**src/rtl/fmul_e4m3_arbiter.sv**
```systemverilog
// ---------------------------------------------------------------------------
// fmul_e4m3_arbiter
//
// Purpose:
//   Shares a single external e4m3 multiplier between four requesters. A
//   round-robin arbiter grants one request at a time. The operands are
//   registered and the multiplier is restarted for one cycle. The FSM then
//   waits a bounded number of cycles for the multiplier's valid flag. The
//   result, or a timeout error, is presented on a valid/ready response port.
//
// Ports:
//   clock      in   1   single clock, rising edge
//   reset      in   1   synchronous, active-low reset
//   req_valid  in   4   per-requester request, bit i = requester i
//   req_a      in  32   operand A, requester i on bits [8i+7:8i]
//   req_b      in  32   operand B, same packing as req_a
//   req_ready  out  4   one-hot grant (only in IDLE)
//   rsp_valid  out  1   result available (RESP state)
//   rsp_ready  in   1   consumer accepts the result
//   rsp_id     out  2   requester owning the result
//   rsp_y      out  8   e4m3 product (0 when rsp_err)
//   rsp_err    out  1   operation aborted by timeout
//   busy       out  1   high in every state except IDLE
//   mul_a      out  8   operand A to the shared multiplier
//   mul_b      out  8   operand B to the shared multiplier
//   mul_reset  out  1   active-high multiplier restart, low only in WAIT
//   mul_y      in   8   multiplier result
//   mul_valid  in   1   multiplier result valid (used only in WAIT)
// ---------------------------------------------------------------------------
module fmul_e4m3_arbiter #(
  parameter int TIMEOUT = 15
) (
  input  logic        clock,
  input  logic        reset,
  input  logic [3:0]  req_valid,
  input  logic [31:0] req_a,
  input  logic [31:0] req_b,
  output logic [3:0]  req_ready,
  output logic        rsp_valid,
  input  logic        rsp_ready,
  output logic [1:0]  rsp_id,
  output logic [7:0]  rsp_y,
  output logic        rsp_err,
  output logic        busy,
  output logic [7:0]  mul_a,
  output logic [7:0]  mul_b,
  output logic        mul_reset,
  input  logic [7:0]  mul_y,
  input  logic        mul_valid
);

  typedef enum logic [1:0] {
    S_IDLE  = 2'd0,
    S_START = 2'd1,
    S_WAIT  = 2'd2,
    S_RESP  = 2'd3
  } state_t;

  // Last counter value before the wait is abandoned.
  localparam logic [3:0] LP_LAST = 4'(TIMEOUT - 1);

  state_t      r_state;
  state_t      w_nextState;
  logic [1:0]  r_ptr;
  logic [3:0]  r_cnt;
  logic [7:0]  r_mulA;
  logic [7:0]  r_mulB;
  logic [7:0]  r_rspY;
  logic [1:0]  r_rspId;
  logic        r_rspErr;
  logic [1:0]  w_grantIdx;
  logic        w_anyReq;
  logic        w_grant;

  // Round-robin pick: scan upward from r_ptr with wrap 3->0 and take the
  // first active request.
  always_comb begin : rrPick
    logic [1:0] idx;
    w_grantIdx = r_ptr;
    w_anyReq   = 1'b0;
    idx        = r_ptr;
    for (int k = 0; k < 4; k++) begin
      idx = r_ptr + 2'(k);
      if (!w_anyReq && req_valid[idx]) begin
        w_anyReq   = 1'b1;
        w_grantIdx = idx;
      end
    end
  end

  // A grant only exists in IDLE and never while reset is held. Reset wins
  // over the handshake.
  assign w_grant = reset && (r_state == S_IDLE) && w_anyReq;

  // Next-state decode. The handshakes themselves are qualified by reset in
  // the state register process.
  always_comb begin
    w_nextState = r_state;
    case (r_state)
      S_IDLE:  if (w_anyReq) w_nextState = S_START;
      S_START: w_nextState = S_WAIT;
      S_WAIT:  if (mul_valid || (r_cnt == LP_LAST)) w_nextState = S_RESP;
      S_RESP:  if (rsp_ready) w_nextState = S_IDLE;
      default: w_nextState = S_IDLE;
    endcase
  end

  // Output decode. Each output is qualified by reset, so the block shows
  // its idle face while reset is low, even before the state register
  // has cleared.
  always_comb begin
    req_ready = 4'b0000;
    if (w_grant) req_ready = 4'b0001 << w_grantIdx;
    busy      = reset && (r_state != S_IDLE);
    rsp_valid = reset && (r_state == S_RESP);
    mul_reset = !reset || (r_state != S_WAIT);
  end

  // State and datapath registers. The operands are captured only on the
  // IDLE grant, so they stay stable for the whole operation. In WAIT, a
  // valid result takes priority over the timeout on the last cycle.
  always_ff @(posedge clock) begin
    if (!reset) begin
      r_state  <= S_IDLE;
      r_ptr    <= 2'd0;
      r_cnt    <= 4'd0;
      r_mulA   <= 8'd0;
      r_mulB   <= 8'd0;
      r_rspY   <= 8'd0;
      r_rspId  <= 2'd0;
      r_rspErr <= 1'b0;
    end else begin
      r_state <= w_nextState;
      case (r_state)
        S_IDLE: begin
          if (w_anyReq) begin
            r_mulA  <= req_a[{w_grantIdx, 3'b000} +: 8];
            r_mulB  <= req_b[{w_grantIdx, 3'b000} +: 8];
            r_rspId <= w_grantIdx;
          end
        end
        S_START: r_cnt <= 4'd0;
        S_WAIT: begin
          if (mul_valid) begin
            r_rspY   <= mul_y;
            r_rspErr <= 1'b0;
          end else if (r_cnt == LP_LAST) begin
            r_rspY   <= 8'd0;
            r_rspErr <= 1'b1;
          end else begin
            r_cnt <= r_cnt + 4'd1;
          end
        end
        S_RESP: if (rsp_ready) r_ptr <= r_rspId + 2'd1;
        default: ;
      endcase
    end
  end

  assign mul_a   = r_mulA;
  assign mul_b   = r_mulB;
  assign rsp_y   = r_rspY;
  assign rsp_id  = r_rspId;
  assign rsp_err = r_rspErr;

endmodule

```
**config.mk**
```make
export PLATFORM = sky130hd
export DESIGN_NAME = fmul_e4m3_arbiter
export DESIGN_NICKNAME = d
export VERILOG_FILES = /design/src/rtl/fmul_e4m3_arbiter.sv
export SDC_FILE = /design/constraint.sdc
export NUM_CORES = 1
export LEC_CHECK = 0
export BUFFER_PORTS_ARGS = -buffer_cell sky130_fd_sc_hd__buf_2
export CAP_MARGIN = 15
export CORE_MARGIN = 2
export CORE_UTILIZATION = 46
export CTS_CLUSTER_DIAMETER = 200
export DETAILED_ROUTE_END_ITERATION = 10
export PLACE_DENSITY = 0.81
export SYNTH_ARGS = -nofsm -noshare
export SYNTH_HDL_FRONTEND = slang
export SYNTH_SLANG_ARGS = --single-unit
```
**constraint.sdc**
```tcl
create_clock -name clock -period 2.2 [get_ports clock]
set_input_delay 0.11 -clock clock [delete_from_list [all_inputs] [get_ports clock]]
set_output_delay 0.11 -clock clock [all_outputs]
set_load 0.005 [all_outputs]
```
Yosys cells after proc, flatten, opt, wreduce, memory -nomap -nowiden
Cells that the tools add are included.
{ "totals": {"reg_bits": 35, "in_bits": 80, "output_inout_bits": 34} }
{ "op_classes": {"addsub": 5, "n_lt_le_gt_ge": 4, "eq_ne": 10, "n_shift": 3, "n_mux": 27, "reduce_logical": 22} }
{ "op_table": {"columns": ["cell", "count"], "rows": [
  ["32-bit by 6-bit variable part select with 8-bit output", 2],
  ["8-bit 2-to-1 mux", 2],
  ["2-bit by 3-bit < comparator with 1-bit output (second input constant)", 4],
  ["2-bit 2-to-1 mux", 6],
  ["4-bit 2-to-1 mux", 3],
  ["2-bit != test (second input constant)", 6],
  ["1-bit 2-to-1 mux", 10],
  ["1-bit binary-select mux with 2-bit select", 4],
  ["2-bit case mux with 4 select lines", 1],
  ["4-bit case mux with 2 select lines", 1],
  ["1-bit logical AND", 7],
  ["2-bit AND reduction", 3],
  ["3-bit AND reduction", 2],
  ["2-bit nonzero test", 3],
  ["2-bit by 1-bit adder with 2-bit output (second input constant)", 2],
  ["2-bit adder (second input constant)", 2],
  ["4-bit by 1-bit adder with 4-bit output (second input constant)", 1],
  ["2-bit == test (second input constant)", 2],
  ["4-bit == test (second input constant)", 1],
  ["1-bit zero test", 4],
  ["1-bit by 2-bit << shifter with 4-bit output (first input constant)", 1],
  ["2-bit by 1-bit == test with 1-bit output (second input constant)", 1],
  ["2-bit zero test", 1],
  ["1-bit logical OR", 2]
]} }

Longest topological paths before layout
{ "depth": {"word_depth": 14, "mapped_depth": 7, "ltp_nobuf": 7} }

Worst setup path before layout
Ideal clock, no wire load.
{ "synth_path": {"path_type": "register to register", "from": "reg r_state[0]", "to": "reg r_rspY[7] (netlist: rsp_y[7])", "arrival_time_ps": 1494, "slack_ps": 639, "path_stages_with_launch": 8, "path_buffers": 1, "path_cell_list": "dfxtp_1 -> inv_1 -> ha_1 -> and2_1 -> clkbuf_1 -> nor2_1 -> a22oi_1 -> nor2_1"} }
{ "synth_between": {"elab_chain_cells": 2} }
{ "synth_lines": {"columns": ["item", "line_no", "text"], "rows": [
  ["start, declared", "62", "state_t r_state;"],
  ["start signal, assigned", "133", "r_state <= w_nextState;"],
  ["2-bit == test", "134", "case (r_state)"],
  ["2-bit AND reduction (no line)", null, null],
  ["end signal, assigned", "145", "r_rspY <= mul_y;"],
  ["end, declared", "68", "logic [7:0] r_rspY;"]
]} }
Every way passes these cells.
A chain may end at the register's enable or synchronous reset.

Final worst setup path
{ "layout_path": {"from": "reg r_ptr[0]", "to": "out req_ready[0]"} }
{ "layout_between": {"elab_chain_cells": 14} }
{ "layout_lines": {"columns": ["item", "line_no", "text"], "rows": [
  ["start, declared", "64", "logic [1:0] r_ptr;"],
  ["start signal, assigned", "154", "S_RESP: if (rsp_ready) r_ptr <= r_rspId + 2'd1;"],
  ["parallel branches: the longest is 13 deep, another holds 2-bit by 1-bit adder with 2-bit output", null, null],
  ["4-bit 2-to-1 mux (*)", "113", "if (w_grant) req_ready = 4'b0001 << w_grantIdx;"],
  ["end, declared", "38", "output logic [3:0] req_ready,"]
]} }
Mark *: on every way between the ends. The select of a mux whose other input is x is not followed.

==> impl_metrics.ini <==
[status]
status = completed

[synth]
synth.most_common_cell = dfxtp_1
synth-async-reset-ratio = 0
ys_seq_area_frac = 0.3158
synth_cell_type_count = 43
synth_area_per_cell_sq_um = 8.403
synth_area_sq_mm = 0.002218
netlist.area_leader.share = 0.3158
syn-num-nets = 351
synth_common_cells = 35 x dfxtp_1, 25 x nor2_1, 22 x o21ai_0
yosysTopAreaCell = dfxtp_1
ys_ff_latch = 35
synthTopCellsByArea = dfxtp_1 32%, mux2i_1 7.7%, o21ai_0 5.0%, o22ai_1 4.8%, a221oi_1 4.3%
synth_cells = 264
synth-main-ff-cell = dfxtp_1
synth-edff-count = 0
synth_warnings = 0

[sta]
fin_skew_ns = 0.007727
finalSetupTns_ns = 0
worstMarginPinSlew_ns = 0.6151
setup_viol = 0
slew_violations = 0
rsz0062_at_grt = false
min_period_ns = 2.005
hold_violations = 0
max_slew_margin = 0.5889
timing.final.ws_setup_ns = 0.1955
fin_crit_sh = 0.9111
max_freq_ghz = 0.4989

[routing]
first_pass_iters = 4
vias = 2449
wl_per_cell_microns = 14.79
drcViolationCount = 0
drtIter0Drc = 202
vias_per_cell = 5.817
drtAntennaViolNets = 0
wl_mm = 6.226

[clocking]
cts_sinks = 35
post_cts_buffers = 0
cts_root_buf = clkbuf_8
cts_max_path_buffers = 2
tritoncts = done
htree_num_levels = 2
clkTransAtPathRegs_ns = 0.07
clk_latency_ns = 0.28
cts-buffers-inserted = 5

[finish]
syn_to_final_growth_pct = 27.35
drive_above_1_share = 0.3597
nets = 455
multi_input_area_sq_mm = 0.001366
fillers = 420
antennaDiodeCount = 0
fin_cells = 421
regArea_sq_um = 700.7

[floorplanning]
start_util = 0.4728
rows = 25
core_sq_mm = 0.004692
dieWidth_microns = 73.45
fp.dieH_microns = 73.45
ios = 114
die-area_sq_mm = 0.005394

[critical_path]
cp_max_fo = 13
crit_path_end_kind = primary output
worstPathRequired_ns = 2.09
arrival_ns = 1.89
start_kind = register
critPathKind = register to primary output
r2r_setup_slack_ns = 0.38

[global_routing]
antenna_found_initial = 0
grt_usage = 0.2350
grt_start_max_net_pins = 34
overflow = 0
grt_pass1_wl_mm = 10.12
grt_pass1_vias = 2273

[power]
pwr-share-clk = 0.168
switchingPower_mw = 0.9852
power_leakage_nw = 1.237
power.share.switching = 0.3895
powerDensity_mw_per_mm2 = 895.3
p_comb_frac = 0.459
p_seq_frac = 0.373
power.total_mw = 2.529
p_int_mw = 1.544
ir_drop_v = 0.0005117

[hold_path]
hp-class = primary input to register

[place]
dp_slack_ns = 0.2818
portBuffers = 113
place_inst = 415
dp_hpwl_mm = 4.709
place_congestion = 0.7863

[flow_run]
cap_violations = 0
==> cells in the final DEF (no fill, tap or decap), drive strengths merged, types with 2 or more instances in the layout <==
cell type and instances:
a311oi 2, inv 7, a211oi 7, o211ai 11
nand2b 5, nand3 6, a21oi 14, clkbuf 6
a22oi 10, or2 5, nor2b 3, or3 3
a221oi 11, ha 7, nor3 4, buf 116
and3 5, nor2 25, o21ai 25, mux2i 17
o22ai 17, dfxtp 35, xnor2 2, and2 2
nand2 11, nand3b 2
==> per-layer routing <==
metal / wire (microns) / vias up / GRT usage
li1: - / 1202 / -
met1: 2586 / 1134 / 0.2914
met2: 3043 / 97 / 0.3869
met3: 456 / 16 / 0.06722
met4: 140 / 0 / 0.08485
met5: 0 / - / 0
==> power groups by stage <==
stage	registers, mW	logic (mW)	clock network (mW)
floorplan	0.946	0.760	0
global placement	0.950	1.12	0
detailed placement	0.951	1.16	0
CTS	0.941	1.16	0.434
global route	0.968	1.30	0.460
finish	0.944	1.16	0.425
==> timing repair <==
action	4_1_cts	5_1_grt
setup endpoints to repair	1	1
resized for setup	1	1
pin swaps	0	0
cloned	0	0
hold buffers	0	0
==> cell type report <==
type,count,share of cell area
clock buffer,6,0.02569
inverter,8,0.01063
multi-input combinational,202,0.4836
sequential,35,0.2480
tap,54,0.02391
timing repair buffer,116,0.2081
==> flip-flops by register name, summed over array words and instances, names as in the netlist <==
name / cells
r_state: 2
rsp_err: 1
r_cnt: 4
rsp_y: 8
mul_b: 8
mul_a: 8
r_ptr: 2
rsp_id: 2
==> stage by stage <==
stage	utilization	hold slack, ns	area [sq um]
after CTS	0.6008	0.07914	2819
after detailed placement	0.5845	0.3714	2743
after global placement	0.5845	0.3589	2743
after global routing	0.6021	0.08473	2825
final	0.6021	0.08214	2825
after floorplan	-	0.2261	2218
==> critical path, stage by stage, from the launching register on <==
cell	delay, ns
dfxtp_1	0.55
or2b_1	0.17
a22oi_1	0.07
o21ai_2	0.47
and3_1	0.23
buf_2	0.11
==> path summary, 6_finish.rpt <==
path	from	end	cells after the start
worst min register to register	r_cnt[3]	r_cnt[3]	2
worst max register to register	r_ptr[0]	mul_a[4]	5
worst min-delay path	mul_y[3]	rsp_y[3]	3
worst max-delay path	r_ptr[0]	req_ready[0]	5
==> kinds of logic after synthesis <==
logic type | share of synthesized area
and+or+nand+nor | 0.1709
xor gates and xnor gates | 0.007898
AOI/OAI and AO/OA | 0.3164
adders and majority gates | 0.03948
muxes | 0.07670
DFF | 0.3158
buffers and inverters | 0.07276
Note: power is estimated with default switching activity, not from simulation.
